$ cat config.mk
export PLATFORM = sky130hd
export DESIGN_NAME = hazard_ctrl_flat
export DESIGN_NICKNAME = d
export VERILOG_FILES = /design/src/rtl/hazard_if.sv /design/src/rtl/hazard_ctrl.sv /design/src/flat_wrapper.sv
export SDC_FILE = /design/constraint.sdc
export NUM_CORES = 1
export LEC_CHECK = 0
export ABC_AREA = 1
export CORE_MARGIN = 5
export CORE_UTILIZATION = 47
export DETAILED_ROUTE_END_ITERATION = 16
export HOLD_SLACK_MARGIN = 0.03
export PLACE_DENSITY = 0.93
export SYNTH_ARGS = -nofsm -noshare
export SYNTH_HDL_FRONTEND = slang
export SYNTH_SLANG_ARGS = --single-unit
$ cat constraint.sdc
create_clock -name i_clk -period 4.85 [get_ports i_clk]
set_clock_uncertainty 0.2 [all_clocks]
set_input_delay 0.7275 -clock i_clk [delete_from_list [all_inputs] [get_ports i_clk]]
set_output_delay 0.7275 -clock i_clk [all_outputs]
set_load 0.1 [all_outputs]
$ cat src/rtl/hazard_if.sv
// hazard_if: pipeline hazard-status and control bundle between the datapath and hazard_ctrl.
interface hazard_if #(parameter int PERF_W = 16);
    logic [4:0] i_rs1D, i_rs2D, i_rs1E, i_rs2E, i_rdE, i_rdM, i_rdW;
    logic i_rd_wrenE, i_rd_wrenM, i_rd_wrenW;
    logic [1:0] i_wb_selE;
    logic i_pc_selE, i_lsu_reqM, i_lsu_ackM;
    logic o_stallF, o_stallD, o_stallE, o_stallM;
    logic o_flushD, o_flushE, o_flushW;
    logic [1:0] o_fwd_aE, o_fwd_bE;
    logic o_mem_err;
    logic [PERF_W-1:0] o_stall_cnt;
    modport master (
        output i_rs1D, i_rs2D, i_rs1E, i_rs2E, i_rdE, i_rdM, i_rdW,
        output i_rd_wrenE, i_rd_wrenM, i_rd_wrenW, i_wb_selE, i_pc_selE, i_lsu_reqM, i_lsu_ackM,
        input o_stallF, o_stallD, o_stallE, o_stallM, o_flushD, o_flushE, o_flushW,
        input o_fwd_aE, o_fwd_bE, o_mem_err, o_stall_cnt
    );
    modport slave (
        input i_rs1D, i_rs2D, i_rs1E, i_rs2E, i_rdE, i_rdM, i_rdW,
        input i_rd_wrenE, i_rd_wrenM, i_rd_wrenW, i_wb_selE, i_pc_selE, i_lsu_reqM, i_lsu_ackM,
        output o_stallF, o_stallD, o_stallE, o_stallM, o_flushD, o_flushE, o_flushW,
        output o_fwd_aE, o_fwd_bE, o_mem_err, o_stall_cnt
    );
endinterface

$ cat src/rtl/hazard_ctrl.sv
// hazard_ctrl: stall/flush/forwarding control for the 5-stage pipeline, with LSU wait FSM and stall counter.
module hazard_ctrl #(
    parameter int MEM_TIMEOUT = 64,
    parameter int PERF_W      = 16
) (
    input logic     i_clk,
    input logic     i_rst_n,
    hazard_if.slave hz
);
    localparam int CW = $clog2(MEM_TIMEOUT + 1);
    localparam logic [1:0] RUN = 2'd0, MEM_WAIT = 2'd1, ERR = 2'd2;
    logic [1:0] state_q, state_d;
    logic [CW-1:0] wait_cnt_q, wait_cnt_d;
    logic [PERF_W-1:0] stall_cnt_q, stall_cnt_d;
    logic mem_busy, load_use, hold, br, lu;
    always_comb begin
        mem_busy = hz.i_lsu_reqM && !hz.i_lsu_ackM;
        load_use = hz.i_rd_wrenE && hz.i_wb_selE == 2'b01 && hz.i_rdE != 5'd0 &&
                   (hz.i_rdE == hz.i_rs1D || hz.i_rdE == hz.i_rs2D);
        hold = state_q == ERR || mem_busy;
        br   = !hold && hz.i_pc_selE;
        // a load-use hit on a wrong-path D instruction is dropped in favour of the redirect
        lu   = !hold && !hz.i_pc_selE && load_use;
        hz.o_stallF = i_rst_n && (hold || lu);
        hz.o_stallD = i_rst_n && (hold || lu);
        hz.o_stallE = i_rst_n && hold;
        hz.o_stallM = i_rst_n && hold;
        hz.o_flushD = i_rst_n && br;
        hz.o_flushE = i_rst_n && (br || lu);
        hz.o_flushW = i_rst_n && hold;
        hz.o_fwd_aE = !i_rst_n ? 2'b00 :
                      (hz.i_rd_wrenM && hz.i_rdM != 5'd0 && hz.i_rdM == hz.i_rs1E) ? 2'b10 :
                      (hz.i_rd_wrenW && hz.i_rdW != 5'd0 && hz.i_rdW == hz.i_rs1E) ? 2'b01 : 2'b00;
        hz.o_fwd_bE = !i_rst_n ? 2'b00 :
                      (hz.i_rd_wrenM && hz.i_rdM != 5'd0 && hz.i_rdM == hz.i_rs2E) ? 2'b10 :
                      (hz.i_rd_wrenW && hz.i_rdW != 5'd0 && hz.i_rdW == hz.i_rs2E) ? 2'b01 : 2'b00;
        hz.o_mem_err    = state_q == ERR;
        hz.o_stall_cnt  = stall_cnt_q;
        stall_cnt_d = stall_cnt_q + PERF_W'(hz.o_stallF && !(&stall_cnt_q));
        state_d    = state_q;
        wait_cnt_d = wait_cnt_q;
        if (state_q == RUN && mem_busy) begin
            state_d    = MEM_WAIT;
            wait_cnt_d = CW'(1);
        end else if (state_q == MEM_WAIT) begin
            // a dropped request counts as completion
            if (!mem_busy) begin
                state_d    = RUN;
                wait_cnt_d = '0;
            end else if (wait_cnt_q == CW'(MEM_TIMEOUT)) begin
                state_d = ERR;
            end else begin
                wait_cnt_d = wait_cnt_q + 1'b1;
            end
        end
    end
    always_ff @(posedge i_clk) begin
        if (!i_rst_n) begin
            state_q     <= RUN;
            wait_cnt_q  <= '0;
            stall_cnt_q <= '0;
        end else begin
            state_q     <= state_d;
            wait_cnt_q  <= wait_cnt_d;
            stall_cnt_q <= stall_cnt_d;
        end
    end
endmodule
$ cat src/flat_wrapper.sv
// flat-port wrapper written by rule: the top's interface ports become plain ports
module hazard_ctrl_flat 
#(
    parameter int MEM_TIMEOUT = 64,
    parameter int PERF_W      = 16
)
  (i_clk, i_rst_n, hz_i_rs1D, hz_i_rs2D, hz_i_rs1E, hz_i_rs2E, hz_i_rdE, hz_i_rdM, hz_i_rdW, hz_i_rd_wrenE, hz_i_rd_wrenM, hz_i_rd_wrenW, hz_i_wb_selE, hz_i_pc_selE, hz_i_lsu_reqM, hz_i_lsu_ackM, hz_o_stallF, hz_o_stallD, hz_o_stallE, hz_o_stallM, hz_o_flushD, hz_o_flushE, hz_o_flushW, hz_o_fwd_aE, hz_o_fwd_bE, hz_o_mem_err, hz_o_stall_cnt);
  hazard_if #(.PERF_W(PERF_W)) hz_i ();
  input logic i_clk;
  input logic i_rst_n;
  input wire logic [$bits(hz_i.i_rs1D)-1:0] hz_i_rs1D;
  input wire logic [$bits(hz_i.i_rs2D)-1:0] hz_i_rs2D;
  input wire logic [$bits(hz_i.i_rs1E)-1:0] hz_i_rs1E;
  input wire logic [$bits(hz_i.i_rs2E)-1:0] hz_i_rs2E;
  input wire logic [$bits(hz_i.i_rdE)-1:0] hz_i_rdE;
  input wire logic [$bits(hz_i.i_rdM)-1:0] hz_i_rdM;
  input wire logic [$bits(hz_i.i_rdW)-1:0] hz_i_rdW;
  input wire logic [$bits(hz_i.i_rd_wrenE)-1:0] hz_i_rd_wrenE;
  input wire logic [$bits(hz_i.i_rd_wrenM)-1:0] hz_i_rd_wrenM;
  input wire logic [$bits(hz_i.i_rd_wrenW)-1:0] hz_i_rd_wrenW;
  input wire logic [$bits(hz_i.i_wb_selE)-1:0] hz_i_wb_selE;
  input wire logic [$bits(hz_i.i_pc_selE)-1:0] hz_i_pc_selE;
  input wire logic [$bits(hz_i.i_lsu_reqM)-1:0] hz_i_lsu_reqM;
  input wire logic [$bits(hz_i.i_lsu_ackM)-1:0] hz_i_lsu_ackM;
  output wire logic [$bits(hz_i.o_stallF)-1:0] hz_o_stallF;
  output wire logic [$bits(hz_i.o_stallD)-1:0] hz_o_stallD;
  output wire logic [$bits(hz_i.o_stallE)-1:0] hz_o_stallE;
  output wire logic [$bits(hz_i.o_stallM)-1:0] hz_o_stallM;
  output wire logic [$bits(hz_i.o_flushD)-1:0] hz_o_flushD;
  output wire logic [$bits(hz_i.o_flushE)-1:0] hz_o_flushE;
  output wire logic [$bits(hz_i.o_flushW)-1:0] hz_o_flushW;
  output wire logic [$bits(hz_i.o_fwd_aE)-1:0] hz_o_fwd_aE;
  output wire logic [$bits(hz_i.o_fwd_bE)-1:0] hz_o_fwd_bE;
  output wire logic [$bits(hz_i.o_mem_err)-1:0] hz_o_mem_err;
  output wire logic [$bits(hz_i.o_stall_cnt)-1:0] hz_o_stall_cnt;
  assign hz_i.i_rs1D = hz_i_rs1D;
  assign hz_i.i_rs2D = hz_i_rs2D;
  assign hz_i.i_rs1E = hz_i_rs1E;
  assign hz_i.i_rs2E = hz_i_rs2E;
  assign hz_i.i_rdE = hz_i_rdE;
  assign hz_i.i_rdM = hz_i_rdM;
  assign hz_i.i_rdW = hz_i_rdW;
  assign hz_i.i_rd_wrenE = hz_i_rd_wrenE;
  assign hz_i.i_rd_wrenM = hz_i_rd_wrenM;
  assign hz_i.i_rd_wrenW = hz_i_rd_wrenW;
  assign hz_i.i_wb_selE = hz_i_wb_selE;
  assign hz_i.i_pc_selE = hz_i_pc_selE;
  assign hz_i.i_lsu_reqM = hz_i_lsu_reqM;
  assign hz_i.i_lsu_ackM = hz_i_lsu_ackM;
  assign hz_o_stallF = hz_i.o_stallF;
  assign hz_o_stallD = hz_i.o_stallD;
  assign hz_o_stallE = hz_i.o_stallE;
  assign hz_o_stallM = hz_i.o_stallM;
  assign hz_o_flushD = hz_i.o_flushD;
  assign hz_o_flushE = hz_i.o_flushE;
  assign hz_o_flushW = hz_i.o_flushW;
  assign hz_o_fwd_aE = hz_i.o_fwd_aE;
  assign hz_o_fwd_bE = hz_i.o_fwd_bE;
  assign hz_o_mem_err = hz_i.o_mem_err;
  assign hz_o_stall_cnt = hz_i.o_stall_cnt;
  hazard_ctrl #(.MEM_TIMEOUT(MEM_TIMEOUT), .PERF_W(PERF_W)) u_core (.i_clk(i_clk), .i_rst_n(i_rst_n), .hz(hz_i));
endmodule
==> results.toml, run 1 <==
[grt]
grt_overflow_total = 0
grt_pass1_vias = 2165
grt_max_degree = 17
antenna_found_initial = 0
grt.total_usage_pct = 20.8
grt_pass1_wl_um = 8970

[die]
rows = 23
coreArea_um2 = 3910
die_x_um = 73.1
start_util_pct = 47.8
dieArea_um2 = 5340
io_pins = 73
fp.dieH_um = 73.1

[synthesis]
ys_seq_elements = 25
postSynthCellCount = 307
yosys.area_share.xor_xnor_pct = 10.8
synth-simple-area-share_pct = 38.5
avgSynthCellArea_um2 = 6.09
yosys.cell_count.top_type = "nand2_1"
synthTopCellsByCount = "nand2_1, inv_1, nor2_1"
synth_enable_flop_cells = 0
synth_fa_ha_area_share_pct = 2.68
synth_top_family_by_area = "simple AND/OR/NAND/NOR gates"
synth_nets = 356
synthDistinctLibCells = 30
ys_warn_count = 0
synth_compound_area_share_pct = 9.17
yosys-top-cells-area = "dfxtp_1, nand2_1, inv_1, nor2_1, xor2_1"
yosysTopAreaCell = "dfxtp_1"
async_reset_ff_share_pct = 0
synth_ff_type = "dfxtp_1"
syn-cell-area_um2 = 1870
synth_top_area_share_pct = 26.8
ys_seq_area_share_pct = 26.8
muxShareOfSynthArea_pct = 0

[placement]
port_buffers = 72
gp_congestion = 0.861
dp_hpwl_um = 4410
placed_cells = 425
postPlaceCellArea_um2 = 2610

[worst_setup_path]
cp_slowest_cell = "clkdlybuf4s50_1"
path_class = "input pin to output pin"
crit_fanout = 16
cp-start-kind = "input pin"
cp_cell_sequence = "clkdlybuf4s50_1 > clkinv_1 > buf_4 > nor2_1 > nand3_1 > nor2b_1 > buf_4"
crit_top_cell = "buf_4"
ff2ff_path_depth = 13
arrival_ps = 2430
crit_buf_inv = 4
critPathTopFamily = "buffers and inverters"
r2r_setup_slack_ps = 2040
end_kind = "output pin"
cp.required_ps = 3920
r2r-end = "u_core.hz.o_stall_cnt[10]"
r2r-start = "u_core.state_q[1]"
cpPeakStageDelay_ps = 670

[sta]
tightest_slew_ps = 979
timing.fmax_mhz = 298
holdWs_ps = 303
drv_slew = 0
max_slew_margin_pct = 34.5
fin_crit_sh_pct = 69.2
fin_crit_ps = 3360
tns_ps = 0
setup_violations = 0
finalHoldViolCount = 0
rsz0062_at_grt = "false"

[route]
viasPerCell = 4.96
vias = 2128
drc_errors = 0
totalWireLength_um = 5410
first_iter_violations = 117
drtPass1Iterations = 4
ant_nets = 0
routedWlPerCell_um = 12.6

[clock_network]
cts_setup_buffers = 0
h-tree-depth = 1
cts_max_path_buffers = 2
ctsHoldBuffers = 0
clock-sinks = 25
cts_resized = 0
cts_tree = "built"
cts_made_buffers = 3
cts-root-buf = "clkbuf_8"
clock_insertion_delay_worst_skew_ps = 270
clkTransAtPathRegs_ps = 90

[cells_and_area]
synthToLayoutAreaGrowth_pct = 41.8
fillCellCount = 363
num-nets-final = 429
instances_no_fill = 429
drive_gt1_share_pct = 5.80
antenna_cells = 0
fin_area_um2 = 2650

[power]
power_density_nw_per_um2 = 179
p_leak_uw = 0.00118
peakVddDrop_uv = 120

[run]
cap_violations = 0

[min_path]
hold_end = "u_core.hz.o_stall_cnt[11]"
hp-start = "u_core.hz.o_stall_cnt[11]"
hp-class = "flop to flop"
min_path_cells = 2

[run_status]
status = "finished, final reports clean"
## cell usage in the layout, fill, tap and decap left out, drive strengths merged
cell           count
nand2             72
clkdlybuf4s50     61
nor2              52
inv               51
dfxtp             25
nand3             19
a21oi             18
xor2              14
buf               12
nor3              12
xnor2              9
o21ai              9
nand4              7
ha                 4
clkbuf             4
o21a               2
nand3b             1
clkinv             1
nor2b              1
nor4               1
a211oi             1
a31oi              1
a21boi             1
or2                1
## state kept, by name (all words and copies together) (netlist names)
name	flops
u_core.wait_cnt_q	7
u_core.hz.o_stall_cnt	16
u_core.state_q	2
## layer usage
layer	vias up	wire length, um	track usage, %
met4	0	110	6.97
met1	941	2040	21.7
met5	-	0	0
li1	1104	-	-
met3	12	369	5.23
met2	71	2890	39.8
## tightest hold or removal path: cells and delay by family, from the launching register on
kind | cells | cell delay (ps)
AO/OA/AOI/OAI | 1 | 50
flip-flops | 1 | 340
AND/OR/NAND/NOR | 1 | 70
## area by class of cell
| cell class | instances | area (um2) | area share [%] |
|---|---|---|---|
| multi-input cells | 225 | 1150 | 43.3 |
| clock buffers | 4 | 45.0 | 1.70 |
| well taps | 50 | 62.6 | 2.36 |
| repair buffers | 73 | 701 | 26.4 |
| inverters | 52 | 195 | 7.36 |
| flip-flops and latches | 25 | 500 | 18.9 |
## worst max-delay path by stage
stage                  from                   endpoint  slack (ps)  cells after the start
floorplan           i_rst_n                hz_o_stallF         140                      6
global placement    i_rst_n  u_core.hz.o_stall_cnt[14]        1460                     12
detailed placement  i_rst_n  u_core.hz.o_stall_cnt[14]        1290                     12
CTS                 i_rst_n             hz_o_fwd_aE[0]        1470                      7
global route        i_rst_n  u_core.hz.o_stall_cnt[10]        1250                     12
finish              i_rst_n             hz_o_fwd_aE[0]        1490                      7
## logic make-up (layout without fill, tap and decap cells)
logic type / Yosys count / after routing
buffers and inverters: 57 / 129
xor gates and xnor gates: 23 / 23
DFF: 25 / 25
and+or+nand+nor: 166 / 166
AOI/OAI and AO/OA: 32 / 32
adders and majority gates: 4 / 4
## per-stage QoR
step | utilization, % | power, uW | worst slack (ps)
after detailed placement | 66.6 | 352 | 1290
after global routing | 67.7 | 493 | 1250
after CTS | 67.7 | 473 | 1470
after global placement | 66.6 | 348 | 1460
after floorplan | - | 292 | 136
final | 67.7 | 473 | 1490
## report_power, final
group / switching (uW) / total [uW] / internal [uW]
logic: 78.7 / 137 / 58.4
clock network: 67.6 / 126 / 58.8
registers: 2.49 / 210 / 207
total: 149 / 473 / 325
Power figures use the tool's default switching activity.
==> run 2: changes to the inputs <==
CORE_UTILIZATION = 40   (was 47)
PLACE_DENSITY = 0.85   (was 0.93)
clock period = 2.75 ns   (was 4.85 ns; I/O delays follow)
==> results.toml, run 2 (synthesized netlist as in run 1, its figures left out) <==
[worst_setup_path]
r2r-end = "u_core.hz.o_stall_cnt[14]"
cp-start-kind = "input pin"
end_kind = "output pin"
crit_fanout = 16
critPathTopFamily = "buffers and inverters"
crit_buf_inv = 6
cpPeakStageDelay_ps = 500
arrival_ps = 1980
crit_cells = 8
cp_slowest_cell = "clkdlybuf4s50_1"
crit_top_cell = "buf_4"
cp.required_ps = 2140
r2r-start = "u_core.state_q[1]"
cp_cell_sequence = "clkdlybuf4s50_1 > buf_4 > clkinv_4 > buf_4 > nor3_4 > inv_1 > nand2_2 > buf_12"
ff2ff_path_depth = 14
r2r_setup_slack_ps = 300
path_class = "input pin to output pin"

[grt]
grt.total_usage_pct = 17.7
antenna_found_initial = 0
grt_overflow_total = 0
grt_pass1_wl_um = 9140
grt_max_degree = 17
grt_pass1_vias = 2133

[clock_network]
cts-root-buf = "clkbuf_8"
cts_max_path_buffers = 2
ctsHoldBuffers = 0
clock_insertion_delay_worst_skew_ps = 270
clock-sinks = 25
cts_made_buffers = 3
cts_tree = "built"
cts_setup_buffers = 0
h-tree-depth = 1
cts_resized = 0
clkTransAtPathRegs_ps = 80

[cells_and_area]
antenna_cells = 0
largest_reg_flops = 16
instances_no_fill = 446
drive_gt1_share_pct = 21.1
layout_common_cells = "nand2_1, inv_1, nor2_1, clkdlybuf4s50_1, buf_4"
final_common_cell = "nand2_1"
num-nets-final = 444
synthToLayoutAreaGrowth_pct = 63.2

[sta]
finalHoldViolCount = 0
max_slew_margin_pct = 74.3
tns_ps = 0
tightest_slew_ps = 382
fin_crit_sh_pct = 94.1
drv_slew = 0
setup_violations = 0
fin_crit_ps = 2590
timing.fmax_mhz = 386

[die]
coreArea_um2 = 4440
dieArea_um2 = 6140
rows = 24
die_x_um = 78.4
start_util_pct = 42.1
fp.dieH_um = 78.4
io_pins = 73

[route]
routedWlPerCell_um = 12.0
ant_nets = 0
viasPerCell = 4.94
totalWireLength_um = 5360
drtPass1Iterations = 4
vias = 2205
drc_errors = 0
first_iter_violations = 163

[placement]
placed_cells = 442
gp_congestion = 0.864
dp_hpwl_um = 4420
port_buffers = 72

[power]
power_density_nw_per_um2 = 286
peakVddDrop_uv = 160
p_leak_uw = 0.00146

[min_path]
hold_end = "u_core.hz.o_stall_cnt[11]"
hp-class = "flop to flop"
min_path_cells = 2
hp-start = "u_core.hz.o_stall_cnt[11]"

[run_status]
status = "finished, final reports clean"

[run]
cap_violations = 0
## run 2: worst max path at each step
stage | start | end
2_1_floorplan | hz_i_lsu_ackM | u_core.hz.o_stall_cnt[13]
4_1_cts | hz_i_lsu_ackM | u_core.hz.o_stall_cnt[13]
6_report | i_rst_n | hz_o_flushE
3_3_place_gp | hz_i_lsu_ackM | u_core.hz.o_stall_cnt[14]
5_1_grt | i_rst_n | u_core.hz.o_stall_cnt[14]
3_5_place_dp | hz_i_lsu_ackM | u_core.hz.o_stall_cnt[13]
## run 2: layout make-up
cell class | count | area (um2)
inverter | 52 | 216
clock buffer | 3 | 41.3
timing repair buffer | 88 | 951
sequential | 25 | 509
clock inverter | 1 | 5.00
fill | 368 | 1390
tap | 52 | 65.1
multi-input combinational | 225 | 1260
## run 2: worst min-delay path, stage by stage (launching register included)
cell,delay [ps]
dfxtp_2,340
nand2_1,60
a21oi_1,60
## run 2: power by group
part	switching, uW	internal [uW]
clock	115	101
sequential	5.43	366
combinational	154	131
## run 2: per-stage QoR
| stage | worst slack [ps] | utilization (%) | hold WS [ps] | total power [uW] | instance area [um2] |
|---|---|---|---|---|---|
| 2_1_floorplan | -16.2 | - | 281 | 526 | 2000 |
| 3_3_place_gp | -134 | 66.5 | 263 | 657 | 2960 |
| 3_5_place_dp | -236 | 66.5 | 281 | 664 | 2960 |
| 4_1_cts | 36.3 | 67.6 | 294 | 877 | 3000 |
| 5_1_grt | -39.4 | 68.6 | 319 | 913 | 3050 |
| 6_report | 162 | 68.6 | 295 | 872 | 3050 |
## run 2: metal layers
metal  up-vias  track usage, %  wire (um)  share of wire (%)
met5         -               0          0                  0
met4         0            5.94        114                2.1
met3        20            3.43        464                8.7
met2       101            31.8       2620                 49
met1       959            21.2       2160                 40
li1       1125               -          -                  -
